==> src/rtl/pipe_ctrl_if.sv <==
// Signal bundle between pipe_ctrl (master) and the hazard/branch/memory logic
// plus the pipeline registers it steers (slave).
interface pipe_ctrl_if #(
    parameter int CNT_W = 16
);
    logic             hazard;
    logic             ex_branch_taken;
    logic             id_jump;
    logic             dmem_req;
    logic             dmem_ready;
    logic             halt_req;
    logic             pc_en;
    logic             ifid_en;
    logic             ifid_flush;
    logic             idex_en;
    logic             idex_flush;
    logic             exmem_en;
    logic             memwb_en;
    logic             halted;
    logic             mem_timeout;
    logic [CNT_W-1:0] stall_count;

    modport master (
        input  hazard, ex_branch_taken, id_jump, dmem_req, dmem_ready, halt_req,
        output pc_en, ifid_en, ifid_flush, idex_en, idex_flush, exmem_en, memwb_en,
        output halted, mem_timeout, stall_count
    );

    modport slave (
        output hazard, ex_branch_taken, id_jump, dmem_req, dmem_ready, halt_req,
        input  pc_en, ifid_en, ifid_flush, idex_en, idex_flush, exmem_en, memwb_en,
        input  halted, mem_timeout, stall_count
    );
endinterface

==> src/rtl/pipe_ctrl.sv <==
// Pipeline sequencing controller: turns hazard, redirect, dmem-wait and halt
// events into per-stage enables/flushes, PC write enable and a stall counter.
module pipe_ctrl #(
    parameter int STALL_CYCLES = 1,
    parameter int MEM_TIMEOUT  = 15,
    parameter int CNT_W        = 16
) (
    input  logic         clk,
    input  logic         reset,
    pipe_ctrl_if.master  bus
);
    typedef enum logic [1:0] {
        RUN     = 2'd0,
        BUBBLE  = 2'd1,
        MEMWAIT = 2'd2,
        HALTED  = 2'd3
    } state_e;

    // Control word: {pc_en, ifid_en, ifid_flush, idex_en, idex_flush, exmem_en, memwb_en}
    localparam logic [6:0] CTL_ADV = 7'b1101011;
    localparam logic [6:0] CTL_FRZ = 7'b0000000;
    localparam logic [6:0] CTL_BUB = 7'b0001111;
    localparam logic [6:0] CTL_BR  = 7'b1111111;
    localparam logic [6:0] CTL_JMP = 7'b1111011;
    localparam logic [6:0] CTL_RST = 7'b0010100;
    localparam logic [CNT_W-1:0] CNT_MAX = {CNT_W{1'b1}};

    state_e           state_q, state_d;
    state_e           ret_state_q, ret_state_d;
    state_e           dec_state_s;
    logic [1:0]       bubble_cnt_q, bubble_cnt_d;
    logic [1:0]       ret_bubble_q, ret_bubble_d;
    logic [1:0]       dec_bcnt_s;
    logic [7:0]       wait_cnt_q, wait_cnt_d;
    logic             mem_timeout_q, mem_timeout_d;
    logic [CNT_W-1:0] stall_count_q;
    logic [6:0]       ctl_s;
    logic [6:0]       ctl_out_s;
    logic             mem_stall_s;
    logic             allow_memwait_s;
    logic             do_decode_s;

    // Next-state and control-word decode
    always_comb begin
        state_d         = state_q;
        ret_state_d     = ret_state_q;
        bubble_cnt_d    = bubble_cnt_q;
        ret_bubble_d    = ret_bubble_q;
        wait_cnt_d      = wait_cnt_q;
        mem_timeout_d   = mem_timeout_q;
        ctl_s           = CTL_FRZ;
        do_decode_s     = 1'b0;
        mem_stall_s     = bus.dmem_req && !bus.dmem_ready;
        allow_memwait_s = (state_q != MEMWAIT);

        // Returning from a memory wait replays the saved state's decode.
        if (state_q == MEMWAIT) begin
            dec_state_s = ret_state_q;
            dec_bcnt_s  = ret_bubble_q;
        end else begin
            dec_state_s = state_q;
            dec_bcnt_s  = bubble_cnt_q;
        end

        case (state_q)
            RUN:     do_decode_s = 1'b1;
            BUBBLE:  do_decode_s = 1'b1;
            MEMWAIT: begin
                if (bus.dmem_ready) begin
                    do_decode_s = 1'b1;
                end else if (wait_cnt_q == 8'(MEM_TIMEOUT)) begin
                    state_d       = HALTED;
                    mem_timeout_d = 1'b1;
                end else begin
                    wait_cnt_d = wait_cnt_q + 8'd1;
                end
            end
            HALTED:  ctl_s = CTL_FRZ;
            default: ctl_s = CTL_FRZ;
        endcase

        if (do_decode_s) begin
            if (allow_memwait_s && mem_stall_s) begin
                ctl_s      = CTL_FRZ;
                state_d    = MEMWAIT;
                wait_cnt_d = 8'd1;
                if (dec_state_s == BUBBLE) begin
                    ret_state_d  = BUBBLE;
                    ret_bubble_d = bubble_cnt_q;
                end else begin
                    ret_state_d  = RUN;
                    ret_bubble_d = 2'd0;
                end
            end else if (dec_state_s == BUBBLE) begin
                ctl_s        = CTL_BUB;
                bubble_cnt_d = dec_bcnt_s - 2'd1;
                state_d      = (dec_bcnt_s == 2'd1) ? RUN : BUBBLE;
            end else if (bus.ex_branch_taken) begin
                ctl_s   = CTL_BR;
                state_d = RUN;
            end else if (bus.hazard) begin
                ctl_s = CTL_BUB;
                if (STALL_CYCLES > 1) begin
                    state_d      = BUBBLE;
                    bubble_cnt_d = 2'(STALL_CYCLES - 1);
                end else begin
                    state_d = RUN;
                end
            end else if (bus.id_jump) begin
                ctl_s   = CTL_JMP;
                state_d = RUN;
            end else if (bus.halt_req) begin
                ctl_s   = CTL_ADV;
                state_d = HALTED;
            end else begin
                ctl_s   = CTL_ADV;
                state_d = RUN;
            end
        end else begin
            ctl_s = CTL_FRZ;
        end

        if (reset) begin
            ctl_out_s = CTL_RST;
        end else begin
            ctl_out_s = ctl_s;
        end
    end

    // State, saved context, sticky timeout and stall counter
    always_ff @(posedge clk or posedge reset) begin
        if (reset) begin
            state_q       <= RUN;
            ret_state_q   <= RUN;
            bubble_cnt_q  <= 2'd0;
            ret_bubble_q  <= 2'd0;
            wait_cnt_q    <= 8'd0;
            mem_timeout_q <= 1'b0;
            stall_count_q <= {CNT_W{1'b0}};
        end else begin
            state_q       <= state_d;
            ret_state_q   <= ret_state_d;
            bubble_cnt_q  <= bubble_cnt_d;
            ret_bubble_q  <= ret_bubble_d;
            wait_cnt_q    <= wait_cnt_d;
            mem_timeout_q <= mem_timeout_d;
            if (!ctl_s[6] && (state_q != HALTED) && (stall_count_q != CNT_MAX)) begin
                stall_count_q <= stall_count_q + CNT_W'(1);
            end
        end
    end

    assign bus.pc_en       = ctl_out_s[6];
    assign bus.ifid_en     = ctl_out_s[5];
    assign bus.ifid_flush  = ctl_out_s[4];
    assign bus.idex_en     = ctl_out_s[3];
    assign bus.idex_flush  = ctl_out_s[2];
    assign bus.exmem_en    = ctl_out_s[1];
    assign bus.memwb_en    = ctl_out_s[0];
    assign bus.halted      = (state_q == HALTED);
    assign bus.mem_timeout = mem_timeout_q;
    assign bus.stall_count = stall_count_q;
endmodule
==> src/flat_wrapper.sv <==
// flat-port wrapper written by rule: the top's interface ports become plain ports
module pipe_ctrl_flat 
#(
    parameter int STALL_CYCLES = 1,
    parameter int MEM_TIMEOUT  = 15,
    parameter int CNT_W        = 16
)
  (clk, reset, bus_hazard, bus_ex_branch_taken, bus_id_jump, bus_dmem_req, bus_dmem_ready, bus_halt_req, bus_pc_en, bus_ifid_en, bus_ifid_flush, bus_idex_en, bus_idex_flush, bus_exmem_en, bus_memwb_en, bus_halted, bus_mem_timeout, bus_stall_count);
  pipe_ctrl_if #(.CNT_W(CNT_W)) bus_i ();
  input  logic clk;
  input  logic reset;
  input wire logic [$bits(bus_i.hazard)-1:0] bus_hazard;
  input wire logic [$bits(bus_i.ex_branch_taken)-1:0] bus_ex_branch_taken;
  input wire logic [$bits(bus_i.id_jump)-1:0] bus_id_jump;
  input wire logic [$bits(bus_i.dmem_req)-1:0] bus_dmem_req;
  input wire logic [$bits(bus_i.dmem_ready)-1:0] bus_dmem_ready;
  input wire logic [$bits(bus_i.halt_req)-1:0] bus_halt_req;
  output wire logic [$bits(bus_i.pc_en)-1:0] bus_pc_en;
  output wire logic [$bits(bus_i.ifid_en)-1:0] bus_ifid_en;
  output wire logic [$bits(bus_i.ifid_flush)-1:0] bus_ifid_flush;
  output wire logic [$bits(bus_i.idex_en)-1:0] bus_idex_en;
  output wire logic [$bits(bus_i.idex_flush)-1:0] bus_idex_flush;
  output wire logic [$bits(bus_i.exmem_en)-1:0] bus_exmem_en;
  output wire logic [$bits(bus_i.memwb_en)-1:0] bus_memwb_en;
  output wire logic [$bits(bus_i.halted)-1:0] bus_halted;
  output wire logic [$bits(bus_i.mem_timeout)-1:0] bus_mem_timeout;
  output wire logic [$bits(bus_i.stall_count)-1:0] bus_stall_count;
  assign bus_i.hazard = bus_hazard;
  assign bus_i.ex_branch_taken = bus_ex_branch_taken;
  assign bus_i.id_jump = bus_id_jump;
  assign bus_i.dmem_req = bus_dmem_req;
  assign bus_i.dmem_ready = bus_dmem_ready;
  assign bus_i.halt_req = bus_halt_req;
  assign bus_pc_en = bus_i.pc_en;
  assign bus_ifid_en = bus_i.ifid_en;
  assign bus_ifid_flush = bus_i.ifid_flush;
  assign bus_idex_en = bus_i.idex_en;
  assign bus_idex_flush = bus_i.idex_flush;
  assign bus_exmem_en = bus_i.exmem_en;
  assign bus_memwb_en = bus_i.memwb_en;
  assign bus_halted = bus_i.halted;
  assign bus_mem_timeout = bus_i.mem_timeout;
  assign bus_stall_count = bus_i.stall_count;
  pipe_ctrl #(.STALL_CYCLES(STALL_CYCLES), .MEM_TIMEOUT(MEM_TIMEOUT), .CNT_W(CNT_W)) u_core (.clk(clk), .reset(reset), .bus(bus_i));
endmodule
==> config.mk <==
export PLATFORM = sky130hd
export DESIGN_NAME = pipe_ctrl_flat
export DESIGN_NICKNAME = d
export VERILOG_FILES = /design/src/rtl/pipe_ctrl_if.sv /design/src/rtl/pipe_ctrl.sv /design/src/flat_wrapper.sv
export SDC_FILE = /design/constraint.sdc
export NUM_CORES = 1
export LEC_CHECK = 0
export ABC_AREA = 1
export BUFFER_PORTS_ARGS = -buffer_cell sky130_fd_sc_hd__buf_2
export CAP_MARGIN = 10
export CORE_MARGIN = 2
export CORE_UTILIZATION = 50
export CTS_BUF_LIST = sky130_fd_sc_hd__clkbuf_8
export CTS_CLUSTER_DIAMETER = 30
export DETAILED_ROUTE_END_ITERATION = 12
export GPL_TIMING_DRIVEN = 0
export PLACE_DENSITY = 0.68
export SLEW_MARGIN = 15
export SYNTH_ARGS = -nofsm -noshare
export SYNTH_HDL_FRONTEND = slang
export SYNTH_SLANG_ARGS = --single-unit
==> constraint.sdc <==
create_clock -name clk -period 5.05 [get_ports clk]
set_input_delay 0.505 -clock clk [delete_from_list [all_inputs] [get_ports clk]]
set_output_delay 0.505 -clock clk [all_outputs]
set_load 0.01 [all_outputs]
Word-level counts from Yosys, hierarchy flattened
Index checks and enable logic that the tools add are counted.
{"block": "word_totals", "out_inout_bits": 25, "register_bits": 33}
{"block": "op_classes", "n_bitwise": 2, "add_sub_neg": 3, "n_eq_ne": 10, "n_mux": 29, "n_reduce_logical": 14}
{"cell": "two-way mux 7 bit", "n": 6}
{"cell": "two-way mux 8 bit", "n": 5}
{"cell": "two-way mux 2 bit", "n": 13}
{"cell": "adder 16 x 1 -> 16 bit (second input constant)", "n": 1}
{"cell": "!= test 16 bit (second input constant)", "n": 1}
{"cell": "AND reduction 3 bit", "n": 3}
{"cell": "adder 8 x 1 -> 8 bit (second input constant)", "n": 1}
{"cell": "equality test 8 x 4 -> 1 bit (second input constant)", "n": 1}
{"cell": "equality test 2 x 1 -> 1 bit (second input constant)", "n": 3}
{"cell": "two-way mux 5 bit", "n": 1}
{"cell": "equality test 2 bit (second input constant)", "n": 2}
{"cell": "logical AND 1 bit", "n": 4}
{"cell": "!= test 2 bit (second input constant)", "n": 2}
{"cell": "nonzero test 2 bit", "n": 2}
{"cell": "two-way mux 1 bit", "n": 3}
{"cell": "zero test 1 bit", "n": 2}
{"cell": "zero test 2 bit", "n": 1}
{"cell": "!= test 2 x 1 -> 1 bit (second input constant)", "n": 1}
{"cell": "inverter 1 bit", "n": 2}
{"cell": "one-hot mux 1 bit (2 select lines)", "n": 1}
{"cell": "AND reduction 2 bit", "n": 1}
{"cell": "OR reduction 2 bit", "n": 1}
{"cell": "subtractor 2 x 1 -> 2 bit (second input constant)", "n": 1}

Depth between registers and ports, before layout
Gate-level depths: netlist (run 1).
{"block": "depth", "ltp_word": 9, "depth_mapped": 11, "mapped_depth_nobuf": 10}

Worst setup path after synthesis (run 1)
OpenSTA, ideal clock, no wires.
{"block": "synth_timing", "path_kind": "input port to output port", "from": "input port reset", "to": "output port bus_idex_flush", "t_arrival_ns": 1.553, "stages": 2, "t_required_ns": 4.545, "n_path_buf": 0, "setup_slack_ns": 2.992, "cell_sequence": "inv_1 > o21ai_0"}
{"block": "synth_between", "elab_chain_len": 1}
{"item": "start: declaration", "line_no": "flat_wrapper.sv:11", "rtl": "input logic reset;"}
{"item": "two-way mux 7 bit", "line_no": "pipe_ctrl.sv:123", "rtl": "if (reset) begin"}
{"item": "end: declaration", "line_no": "flat_wrapper.sv:22", "rtl": "output wire logic [$bits(bus_i.idex_flush)-1:0] bus_idex_flush;"}
No other way between the ends.

Worst setup path in the final report (run 1)
{"block": "layout_timing", "from": "register u_core.state_q[1]", "to": "output port bus_pc_en"}
{"block": "layout_between", "elab_chain_len": 7}
{"item": "start: declaration", "line_no": "pipe_ctrl.sv:28", "rtl": "state_e state_q, state_d;"}
{"item": "start signal: assignment", "line_no": "pipe_ctrl.sv:141", "rtl": "state_q <= state_d;"}
{"item": "equality test 2 bit", "line_no": "pipe_ctrl.sv:57, pipe_ctrl.sv:65"}
{"item": "two-way mux 2 bit", "line_no": "pipe_ctrl.sv:57", "rtl": "if (state_q == MEMWAIT) begin"}
{"item": "equality test 2 x 1 -> 1 bit", "line_no": "pipe_ctrl.sv:94", "rtl": "end else if (dec_state_s == BUBBLE) begin"}
{"item": "two-way mux 7 bit", "line_no": "pipe_ctrl.sv:94"}
{"item": "two-way mux 7 bit", "line_no": "pipe_ctrl.sv:83", "rtl": "if (allow_memwait_s && mem_stall_s) begin"}
{"item": "two-way mux 7 bit (*)", "line_no": "pipe_ctrl.sv:82", "rtl": "if (do_decode_s) begin"}
{"item": "two-way mux 7 bit (*)", "line_no": "pipe_ctrl.sv:123"}
{"item": "end: declaration", "line_no": "flat_wrapper.sv:18", "rtl": "output wire logic [$bits(bus_i.pc_en)-1:0] bus_pc_en;"}
Mark *: on every way between the ends. The rest lies on a longest branch, timed or not.

==> results of run 1 <==
==> final timing paths <==
check / from / endpoint
max: u_core.state_q[1] / bus_pc_en
min: reset / u_core.wait_cnt_q[2]
max reg2reg: u_core.bus.stall_count[0] / u_core.bus.stall_count[7]
min reg2reg: u_core.bus.mem_timeout / u_core.bus.mem_timeout
max in group asynchronous: reset / u_core.bus.stall_count[5]
min in group clk: u_core.bus.mem_timeout / u_core.bus.mem_timeout
==> per-layer routing <==
metal	wire length, um	vias up
li1	-	928
met1	2160	788
met5	0	-
met3	227	8
met2	1690	43
met4	70	0
==> registers in the layout, summed over array words and instances (netlist names) <==
signal                  count
u_core.bus.stall_count     16
u_core.state_q              2
u_core.bubble_cnt_q         2
u_core.ret_bubble_q         2
u_core.ret_state_q          1
u_core.wait_cnt_q           8
u_core.bus.mem_timeout      1
==> layout by cell type, fill, tap and decap left out <==
| cell type | n |
|---|---|
| nand3_4 | 1 |
| or2_2 | 1 |
| dfrtp_1 | 32 |
| inv_2 | 1 |
| nand2_1 | 100 |
| buf_2 | 32 |
| buf_6 | 1 |
| o21ai_0 | 13 |
| ha_1 | 3 |
| buf_4 | 4 |
| xor2_1 | 4 |
| nor2_8 | 1 |
| nor2_4 | 2 |
| o21bai_1 | 1 |
| a21oi_1 | 4 |
| inv_1 | 32 |
| nand2_4 | 2 |
| nor2_1 | 32 |
| o31ai_1 | 1 |
| nor3_1 | 3 |
| clkbuf_8 | 6 |
| nand3_1 | 14 |
| nand4_1 | 7 |
| xnor2_1 | 9 |
| nand2_2 | 8 |
==> layout make-up <==
type                    instances  area share, %
plain buffers                   5           1.81
clock inverters                 2          0.329
flip-flops and latches         32           35.1
inverters                      31           5.10
multi-input cells             206           44.4
well taps                      48           2.63
repair buffers                 32           7.01
clock buffers                   6           3.62
==> stage by stage <==
step / hold slack [ns] / utilization (%) / worst slack [ns]
finish: 0.355 / 61.4 / 2.93
global route: 0.413 / 61.4 / 2.78
CTS: 0.369 / 61.4 / 2.91
detailed placement: 0.450 / 59.0 / 2.97
global placement: 0.444 / 59.0 / 2.49
floorplan: 0.442 / - / 2.99
==> power by group through the flow <==
stage	combinational, uW	sequential [uW]	clock (uW)
3_5_place_dp	14.5	261	0
4_1_cts	14.5	256	209
6_report	14.0	256	201
5_1_grt	16.2	256	220
2_1_floorplan	8.09	261	0
3_3_place_gp	14.2	261	0
==> worst max-delay path, delay by kind of cell, from the launching register on <==
kind / cells / cell delay, ns
flops: 1 / 0.45
simple gates: 4 / 0.43
buf+inv: 2 / 0.23
compound gates: 1 / 0.22
==> cells by family (layout without fill, tap and decap cells) <==
kind of cell | Yosys count | count (layout) | synth area share (%)
flops | 32 | 32 | 40.6
simple gates | 171 | 171 | 38.7
fa+ha+maj | 3 | 3 | 1.90
buf+inv | 36 | 76 | 7.99
compound gates | 19 | 19 | 5.07
xor+xnor | 13 | 13 | 5.77
==> cells in the mapped netlist, drive strengths merged <==
cell type	number	share of area (%)
nand2	110	23
inv	31	5.9
nand3	15	4.4
nand4	7	2.2
o31ai	1	0.38
nor3	3	0.76
buf	5	2.1
nor2	35	8.2
ha	3	1.9
a21oi	4	1.0
o21ai	13	3.3
o21bai	1	0.38
xnor2	9	4.0
dfrtp	32	41
or2	1	0.32
xor2	4	1.8
==> qor.csv, run 1 <==
stage,metric,value,unit
cts,ctsResizeCount,0,
power_and_ir_drop,p_per_area,206,mW/mm2
placement,port_buffers,32,
grt,busiest_layer,met2,
cells_and_area,layout.cells.non_filler,362,
setup_path,reg2reg_depth,11,
grt,grt_pass1_vias,1696,
grt,antenna_found_initial,0,
timing,hold_viol,0,
timing,tns,0,ns
grt,grt_overflow_total,0,
power_and_ir_drop,switching_share,22.1,%
cts,cts-htree-levels,2,
setup_path,start_kind,flop,
power_and_ir_drop,peakVddDrop,0.124,mV
floorplanning,rows,22,
timing,drv_slew,0,
cells_and_area,stdcell_area,0.00228,mm2
floorplanning,dieArea,0.00446,mm2
power_and_ir_drop,p_comb_share,3.0,%
cts,root_buffer,clkbuf_8,
flow_run,drv_cap,0,
route,ant_nets,0,
power_and_ir_drop,power.share.clock,42.7,%
timing,finalCriticalPeriod,2.12,ns
grt,grt_max_degree,35,
cells_and_area,synthToLayoutAreaGrowth,15.7,%
setup_path,worst_ep_required_time,4.55,ns
setup_path,slowest_stage,dfrtp_1,
cts,numCtsBuffers,5,
route,drt_iter0_markers,113,
setup_path,rrSetupSlack,3.22,ns
timing,fin_worst_skew,0.00494,ns
worst_hold_path,holdCritPathClass,in -> async,
route,via_per_inst,4.88,
synthesis,ys_seq_elements,32,
timing,tightest_slew,0.719,ns
cts,holdBufCountCts,0,
cells_and_area,multiInputGateArea,0.00101,mm2
route,dr.pass1.iters,4,
timing,finalSetupViolCount,0,
timing,max_slew_margin,52.0,%
grt,use_met2,33.5,%
cells_and_area,diodes,0,
cells_and_area,nNetsFinal,324,
route,drcViolationCount,0,
floorplanning,core,0.00372,mm2
setup_path,max_stage_delay,0.45,ns
synthesis,yosysWarnings,0,
synthesis,netlist_instances,274,
cells_and_area,regArea,801,um2
synthesis,ys_seq_area_share,40.6,%
synthesis,syn_area,0.00197,mm2
floorplanning,ios,33,
power_and_ir_drop,power.static_leakage,0.00124,uW
placement,dpl-instance-area,0.00219,mm2
setup_path,crit_top_cell,nand2_1,
setup_path,cp_cell_sequence,nand2_1 > nand2_1 > a21oi_1 > nand2_4 > nor2_1 > buf_4 > buf_2,
timing,fmax,0.471,GHz
synthesis,synth_nets,285,
power_and_ir_drop,p_sw,104,uW
cells_and_area,fillers,377,
route,vias,1767,
timing,rsz0062_at_grt,false,
cts,cts.clk_slew.worst_paths,0.07,ns
placement,placed_cells,354,
placement,gp_congestion,0.875,
cts,clock_latency,0.29,ns
synthesis,avgSynthCellArea,7.20,um2
grt,gr-usage-met3,5.41,%
grt,grt_usage,22.6,%
floorplanning,dieHeight,66.8,um
grt,grtUsageMet1,31.3,%
setup_path,cp.arrival,1.62,ns
timing,post-route-period-util,42.1,%
synthesis,synth_cell_types,22,
cells_and_area,layout-drive-gt1-share,18.8,%
cts,clk_path_buf_depth,2,
power_and_ir_drop,internal_power,367,uW
outcome,outcome,"complete, no violations",
grt,grt_first_pass_wirelength,7.60,mm
setup_path,cp-end-kind,output port,
cts,cts_setup_buffers,0,
setup_path,cp_max_fo,5,
floorplanning,fp.dieW,66.8,um
setup_path,path_class,reg -> out,
cts,tritoncts,yes,
power_and_ir_drop,sequentialPowerShare,54.4,%
placement,dp_hpwl,3.00,mm
power_and_ir_drop,totalPowerFinal,471,uW
cts,cts.sinks,32,
route,wl,4.15,mm
floorplanning,start_util,53.1,%
route,routedWlPerCell,11.5,um
No activity file was read; power rests on OpenSTA's default activity.
==> run 2, diff against run 1 <==
--- a/config.mk
+++ b/config.mk
@@ -5,7 +5,7 @@
 export SDC_FILE = /design/constraint.sdc
 export NUM_CORES = 1
 export LEC_CHECK = 0
-export ABC_AREA = 1
+export ABC_AREA = 0
 export BUFFER_PORTS_ARGS = -buffer_cell sky130_fd_sc_hd__buf_2
 export CAP_MARGIN = 10
 export CORE_MARGIN = 2
@@ -14,7 +14,7 @@
 export CTS_CLUSTER_DIAMETER = 30
 export DETAILED_ROUTE_END_ITERATION = 12
 export GPL_TIMING_DRIVEN = 0
-export PLACE_DENSITY = 0.68
+export PLACE_DENSITY = 0.72
 export SLEW_MARGIN = 15
 export SYNTH_ARGS = -nofsm -noshare
 export SYNTH_HDL_FRONTEND = slang
==> constraint.sdc (replaced) <==
create_clock -name clk -period 1.9 [get_ports clk]
set_input_delay 0.19 -clock clk [delete_from_list [all_inputs] [get_ports clk]]
set_output_delay 0.19 -clock clk [all_outputs]
set_load 0.01 [all_outputs]
==> qor.csv, run 2 <==
stage,metric,value,unit,change
outcome,outcome,"complete, no violations",,unchanged
synthesis,ys.flop_type,dfrtp_1,,unchanged
route,drt_iter0_markers,52,,was 113
synthesis,ys_seq_elements,32,,unchanged
timing,finalCriticalPeriod,1.80,ns,
grt,grt_usage,19.5,%,was 22.6%
synthesis,synth_nets,208,,was 285
route,routedWlPerCell,13.0,um,was 11.5 um
synthesis,ys_seq_area_share,43.7,%,was 40.6%
cells_and_area,nNetsFinal,246,,was 324
cells_and_area,layout-drive-gt1-share,25.5,%,was 18.8%
power_and_ir_drop,peakVddDrop,0.913,mV,was 0.124 mV
cts,cts.clk_slew.worst_paths,0.06,ns,was 0.07 ns
grt,grt_max_degree,36,,was 35
placement,dp_hpwl,2.56,mm,was 3.00 mm
synthesis,async_reset_ff_share,100,%,unchanged
grt,grt_pass1_vias,1363,,"was 1,696"
route,wl,3.65,mm,was 4.15 mm
timing,hold_viol,0,,unchanged
floorplanning,fp.dieW,64.5,um,was 66.8 um
cells_and_area,largest_reg_flops,16,,unchanged
route,vias,1529,,"was 1,767"
timing,fmax,0.555,GHz,
placement,port_buffers,31,,was 32
timing,drv_slew,0,,unchanged
floorplanning,core,0.00342,mm2,was 0.00372 mm2
cts,cts.sinks,32,,unchanged
placement,placed_cells,274,,was 354
synthesis,yosysMostFrequentCell,dfrtp_1,,was nand2_1
synthesis,avgSynthCellArea,9.29,um2,was 7.20 um2
setup_path,worst_ep_required_time,2.07,ns,was 4.55 ns
cells_and_area,synthToLayoutAreaGrowth,17.6,%,was 15.7%
synthesis,ys_top_cells_by_area,"dfrtp_1, xnor2_1, nand3_1",,"was dfrtp_1, nand2_1, nor2_1"
synthesis,synth_commonest_cells,"dfrtp_1, xnor2_1, nand2_1, nand3_1, nor2_1",,"was nand2_1, dfrtp_1, nor2_1, inv_1, nand3_1"
floorplanning,dieArea,0.00416,mm2,was 0.00446 mm2
timing,finalSetupViolCount,0,,unchanged
floorplanning,start_util,53.6,%,was 53.1%
route,dr.pass1.iters,4,,unchanged
setup_path,rrSetupSlack,0.1,ns,was 3.22 ns
floorplanning,rows,21,,was 22
flow_run,drv_cap,0,,unchanged
route,ant_nets,0,,unchanged
power_and_ir_drop,power.static_leakage,0.000993,uW,was 0.00124 uW
timing,tightest_slew,0.702,ns,was 0.719 ns
grt,grt_first_pass_wirelength,6.27,mm,was 7.60 mm
timing,fin_worst_skew,0.00576,ns,was 0.00494 ns
cells_and_area,fillers,295,,was 377
synthesis,netlist_instances,197,,was 274
floorplanning,dieHeight,64.5,um,was 66.8 um
timing,max_slew_margin,53.2,%,was 52.0%
cells_and_area,diodes,0,,unchanged
grt,antenna_found_initial,0,,unchanged
setup_path,cp-end-kind,flop,,was output port
setup_path,start_kind,flop,,unchanged
cts,cts-htree-levels,2,,unchanged
cts,clock_latency,0.28,ns,was 0.29 ns
setup_path,cp.arrival,1.97,ns,was 1.62 ns
cts,clk_path_buf_depth,2,,unchanged
setup_path,cp_max_fo,10,,was 5
cells_and_area,layout.cells.non_filler,281,,was 362
cts,holdBufCountCts,0,,unchanged
synthesis,synth_top_cell_area_share,43.7,%,was 40.6%
cells_and_area,most-common-layout-cells,"buf_2, dfrtp_1, xnor2_1",,"was nand2_1, inv_1, nor2_1, buf_2, dfrtp_1"
placement,gp_congestion,0.821,,was 0.875
synthesis,synth_edf_count,0,,unchanged
synthesis,yosysTopAreaCell,dfrtp_1,,unchanged
synthesis,syn_area,0.00183,mm2,was 0.00197 mm2
power_and_ir_drop,p_per_area,1280,mW/mm2,was 206 mW/mm2
synthesis,synth_cell_types,41,,was 22
cts,numCtsBuffers,5,,unchanged
route,drcViolationCount,0,,unchanged
timing,post-route-period-util,94.8,%,
route,via_per_inst,5.44,,was 4.88
cells_and_area,final_common_cell,buf_2,,was nand2_1
worst_hold_path,holdCritPathClass,in -> async,,unchanged
cts,root_buffer,clkbuf_8,,unchanged
floorplanning,ios,33,,unchanged
cells_and_area,final_util,63.0,%,was 61.4%
timing,rsz0062_at_grt,false,,unchanged
setup_path,path_class,reg -> reg,,was reg -> out
cts,tritoncts,yes,,unchanged
synthesis,yosysWarnings,0,,unchanged
grt,grt_overflow_total,0,,unchanged
[run 2: cell count changes after synthesis, sizes merged, moves of 4 or more]
cell    delta
a21oi      +5
and2       +4
and3       +4
inv       -23
nand2     -93
nand2b     +6
nor2      -22
nor3       +6
xnor2      +8
[run 2: power breakdown]
group	leakage (uW)	internal [uW]	total, uW	switching [uW]
logic	0.000533	549	1200	648
clock network	0.0000452	243	488	245
registers	0.000415	872	1060	192
[run 2: critical path, cell delays in order (launching register included)]
cell	delay, ns
dfrtp_1	0.41
and4_4	0.26
nand3_2	0.10
or3_4	0.39
buf_6	0.15
nand2_4	0.07
mux2_4	0.29
[run 2: path summary, 6_finish.rpt]
kind	to	startpoint	cells past startpoint
max	u_core.bus.stall_count[1]	u_core.bus.stall_count[3]	6
min	u_core.bubble_cnt_q[0]	reset	2
max reg2reg	u_core.bus.stall_count[1]	u_core.bus.stall_count[3]	6
min reg2reg	u_core.bus.mem_timeout	u_core.bus.mem_timeout	1
max in group asynchronous	u_core.bus.stall_count[2]	reset	2
min in group clk	u_core.state_q[1]	bus_id_jump	3
[run 2: repair_timing]
item                       in CTS  in global routing
pin swaps                       0                  1
resized for setup               2                  9
setup endpoints to repair       5                  7
setup buffers                   0                  0
[run 2: kinds of logic (layout without fill, tap and decap cells)]
kind of cell,Yosys count,in the layout,synth area share (%)
xor gates and xnor gates,19,19,9.09
adders and majority gates,3,3,2.05
and+or+nand+nor,91,91,27.9
DFF,32,32,43.7
muxes,5,5,3.08
buffers and inverters,19,57,5.19
AOI/OAI and AO/OA,28,28,8.95
[run 2: layout make-up]
| type | instances | area, um2 | area share, % |
|---|---|---|---|
| plain buffers | 11 | 68.8 | 3.20 |
| clock buffers | 5 | 68.8 | 3.20 |
| clock inverters | 2 | 8.76 | 0.407 |
| inverters | 8 | 30.0 | 1.40 |
| multi-input cells | 146 | 961 | 44.7 |
| flip-flops and latches | 32 | 802 | 37.3 |
| well taps | 46 | 57.6 | 2.67 |
| repair buffers | 31 | 155 | 7.21 |
[run 2: metal layers]
layer	track usage [%]	vias to the layer above	part of all wire [%]
li1	-	761	-
met1	26.1	717	49
met2	30.1	49	45
met3	5.73	2	5.0
met4	7.18	0	0.93
met5	0	-	0
[run 2: through the flow]
| step | total power, uW | setup WS [ns] | area [um2] | TNS (ns) | hold slack (ns) |
|---|---|---|---|---|---|
| 6_report | 2750 | 0.0985 | 2150 | 0 | 0.0318 |
| 5_1_grt | 2970 | 0.00105 | 2150 | 0 | 0.100 |
| 4_1_cts | 2720 | 0.0228 | 2130 | 0 | 0.0550 |
| 3_5_place_dp | 2230 | -0.0432 | 2040 | -0.0432 | 0.356 |
| 3_3_place_gp | 2200 | -0.103 | 2040 | -0.260 | 0.439 |
| 2_1_floorplan | 1910 | 0.114 | 1830 | 0 | 0.326 |
==> run 3, diff against run 2 <==
--- a/config.mk
+++ b/config.mk
@@ -10,7 +10,7 @@
 export CAP_MARGIN = 10
 export CORE_MARGIN = 2
 export CORE_UTILIZATION = 50
-export CTS_BUF_LIST = sky130_fd_sc_hd__clkbuf_8
+export CTS_BUF_LIST = sky130_fd_sc_hd__clkbuf_4 sky130_fd_sc_hd__clkbuf_8
 export CTS_CLUSTER_DIAMETER = 30
 export DETAILED_ROUTE_END_ITERATION = 12
 export GPL_TIMING_DRIVEN = 0
==> qor.csv, run 3 (same netlist as run 2, synthesis figures left out) <==
stage,metric,value,unit,change
flow_run,drv_cap,0,,unchanged
cts,cts.sinks,32,,unchanged
cells_and_area,final_util,62.9,%,was 63.0%
timing,finalCriticalPeriod,1.84,ns,was 1.80 ns
setup_path,cp-end-kind,output port,,was flop
cts,tritoncts,yes,,unchanged
timing,finalSetupViolCount,0,,unchanged
placement,dpl-instance-area,0.00204,mm2,unchanged
cells_and_area,layout-drive-gt1-share,26.5,%,was 25.5%
cts,cts.clk_slew.worst_paths,0.10,ns,was 0.06 ns
cells_and_area,diodes,0,,unchanged
timing,rsz0062_at_grt,false,,unchanged
grt,grt_max_degree,24,,was 36
cells_and_area,fillers,297,,was 295
outcome,outcome,"complete, no violations",,unchanged
timing,tightest_slew,0.526,ns,was 0.702 ns
cells_and_area,nNetsFinal,249,,was 246
route,routedWlPerCell,12.9,um,was 13.0 um
route,drt_iter0_markers,52,,unchanged
timing,fin_worst_skew,0.00552,ns,was 0.00576 ns
cells_and_area,largest_reg_flops,16,,unchanged
timing,hold_viol,0,,unchanged
cells_and_area,stdcell_area,0.00215,mm2,about the same
setup_path,cp_max_fo,10,,unchanged
power_and_ir_drop,p_per_area,1240,mW/mm2,was 1280 mW/mm2
route,via_per_inst,5.42,,was 5.44
floorplanning,rows,21,,unchanged
cells_and_area,regArea,802,um2,unchanged
timing,tns,0,ns,unchanged
floorplanning,ios,33,,unchanged
route,drcViolationCount,0,,unchanged
cts,cts-htree-levels,2,,unchanged
setup_path,worst_ep_required_time,1.71,ns,was 2.07 ns
power_and_ir_drop,power.static_leakage,0.000995,uW,was 0.000993 uW
floorplanning,dieArea,0.00416,mm2,unchanged
timing,worst_slack,0.0633,ns,was 0.0985 ns
grt,grt_first_pass_wirelength,6.28,mm,was 6.27 mm
timing,fmax,0.544,GHz,was 0.555 GHz
cells_and_area,synthToLayoutAreaGrowth,17.4,%,was 17.6%
grt,grt_pass1_vias,1388,,"was 1,363"
setup_path,reg2reg_depth,6,,unchanged
placement,gp_congestion,0.821,,unchanged
cts,root_buffer,clkbuf_4,,was clkbuf_8
route,ant_nets,0,,unchanged
power_and_ir_drop,peakVddDrop,0.934,mV,was 0.913 mV
route,vias,1539,,"was 1,529"
timing,max_slew_margin,64.9,%,was 53.2%
floorplanning,core,0.00342,mm2,unchanged
placement,port_buffers,31,,unchanged
grt,antenna_found_initial,0,,unchanged
timing,drv_slew,0,,unchanged
placement,dp_hpwl,2.56,mm,unchanged
cts,numCtsBuffers,5,,unchanged
setup_path,rrSetupSlack,0.09,ns,was 0.1 ns
placement,dp_worst_setup_slack,-0.0432,ns,unchanged
grt,grt_usage,19.3,%,was 19.5%
cts,clock_latency,0.33,ns,was 0.28 ns
setup_path,reg2reg_from,u_core.bus.stall_count[3],,unchanged
floorplanning,fp.dieW,64.5,um,unchanged
cells_and_area,multiInputGateArea,960,um2,was 961 um2
route,dr.pass1.iters,4,,unchanged
setup_path,path_class,reg -> out,,was reg -> reg
worst_hold_path,holdCritPathClass,in -> async,,unchanged
route,wl,3.67,mm,was 3.65 mm
setup_path,start_kind,flop,,unchanged
cells_and_area,final_common_cell,buf_2,,unchanged
floorplanning,dieHeight,64.5,um,unchanged
grt,grtUsageMet1,26.4,%,was 26.1%
timing,post-route-period-util,96.7,%,was 94.8%
floorplanning,start_util,53.6,%,unchanged
setup_path,cp.arrival,1.65,ns,was 1.97 ns
cells_and_area,most-common-layout-cells,"buf_2, dfrtp_1, xnor2_1",,unchanged
setup_path,startpoint,u_core.state_q[1],,was u_core.bus.stall_count[3]
grt,grt_overflow_total,0,,unchanged
grt,gr-usage-met3,4.17,%,was 5.73%
grt,busiest_layer,met2,,unchanged
timing,whs,0.0512,ns,was 0.0318 ns
grt,use_met2,30.3,%,was 30.1%
cts,clk_path_buf_depth,2,,unchanged
[run 3: critical path: stages, from the launching register on]
cell and delay [ns]:
dfrtp_1 0.35, buf_4 0.18, a21oi_4 0.04, buf_4 0.16
a21o_1 0.18, and2_4 0.17, buf_4 0.12, buf_2 0.12
[run 3: stage by stage]
step                std cells  total power (uW)
finish                    284              2660
detailed placement        274              2230
CTS                       283              2620
global placement          274              2200
floorplan                 197              1910
global route              284              2880
[run 3: worst paths after layout]
check | to
worst max-delay path | bus_memwb_en
worst min-delay path | u_core.bubble_cnt_q[0]
worst max register to register | u_core.bus.stall_count[1]
worst min register to register | u_core.bus.mem_timeout
max in group asynchronous | u_core.wait_cnt_q[7]
min in group clk | u_core.state_q[1]
[run 3: routing by layer]
layer  vias up  part of all wire [%]
met1       716                    49
met4         0                   1.4
met2        47                    44
met5         -                     0
met3         7                   5.0
li1        769                     -
[run 3: timing repair]
| item | 4_1_cts | 5_1_grt |
|---|---|---|
| pin swaps | 0 | 2 |
| endpoints found under the hold margin | 9 | 0 |
| gates resized for setup | 3 | 10 |
| cloned | 0 | 0 |
| setup buffers | 0 | 1 |
| hold buffers | 2 | 0 |
| setup endpoints to repair | 6 | 9 |
[run 3: layout make-up]
cell class              instances  area share [%]
multi-input cells             146            44.7
flip-flops and latches         32            37.3
repair buffers                 34            8.27
plain buffers                  11            3.32
well taps                      46            2.68
clock buffers                   6            2.10
inverters                       8            1.40
clock inverters                 1           0.233
[run 3: power breakdown]
group / switching, uW / total [uW] / internal [uW]
combinational: 653 / 1220 / 571
clock: 227 / 378 / 150
sequential: 190 / 1060 / 870
total: 1070 / 2660 / 1590
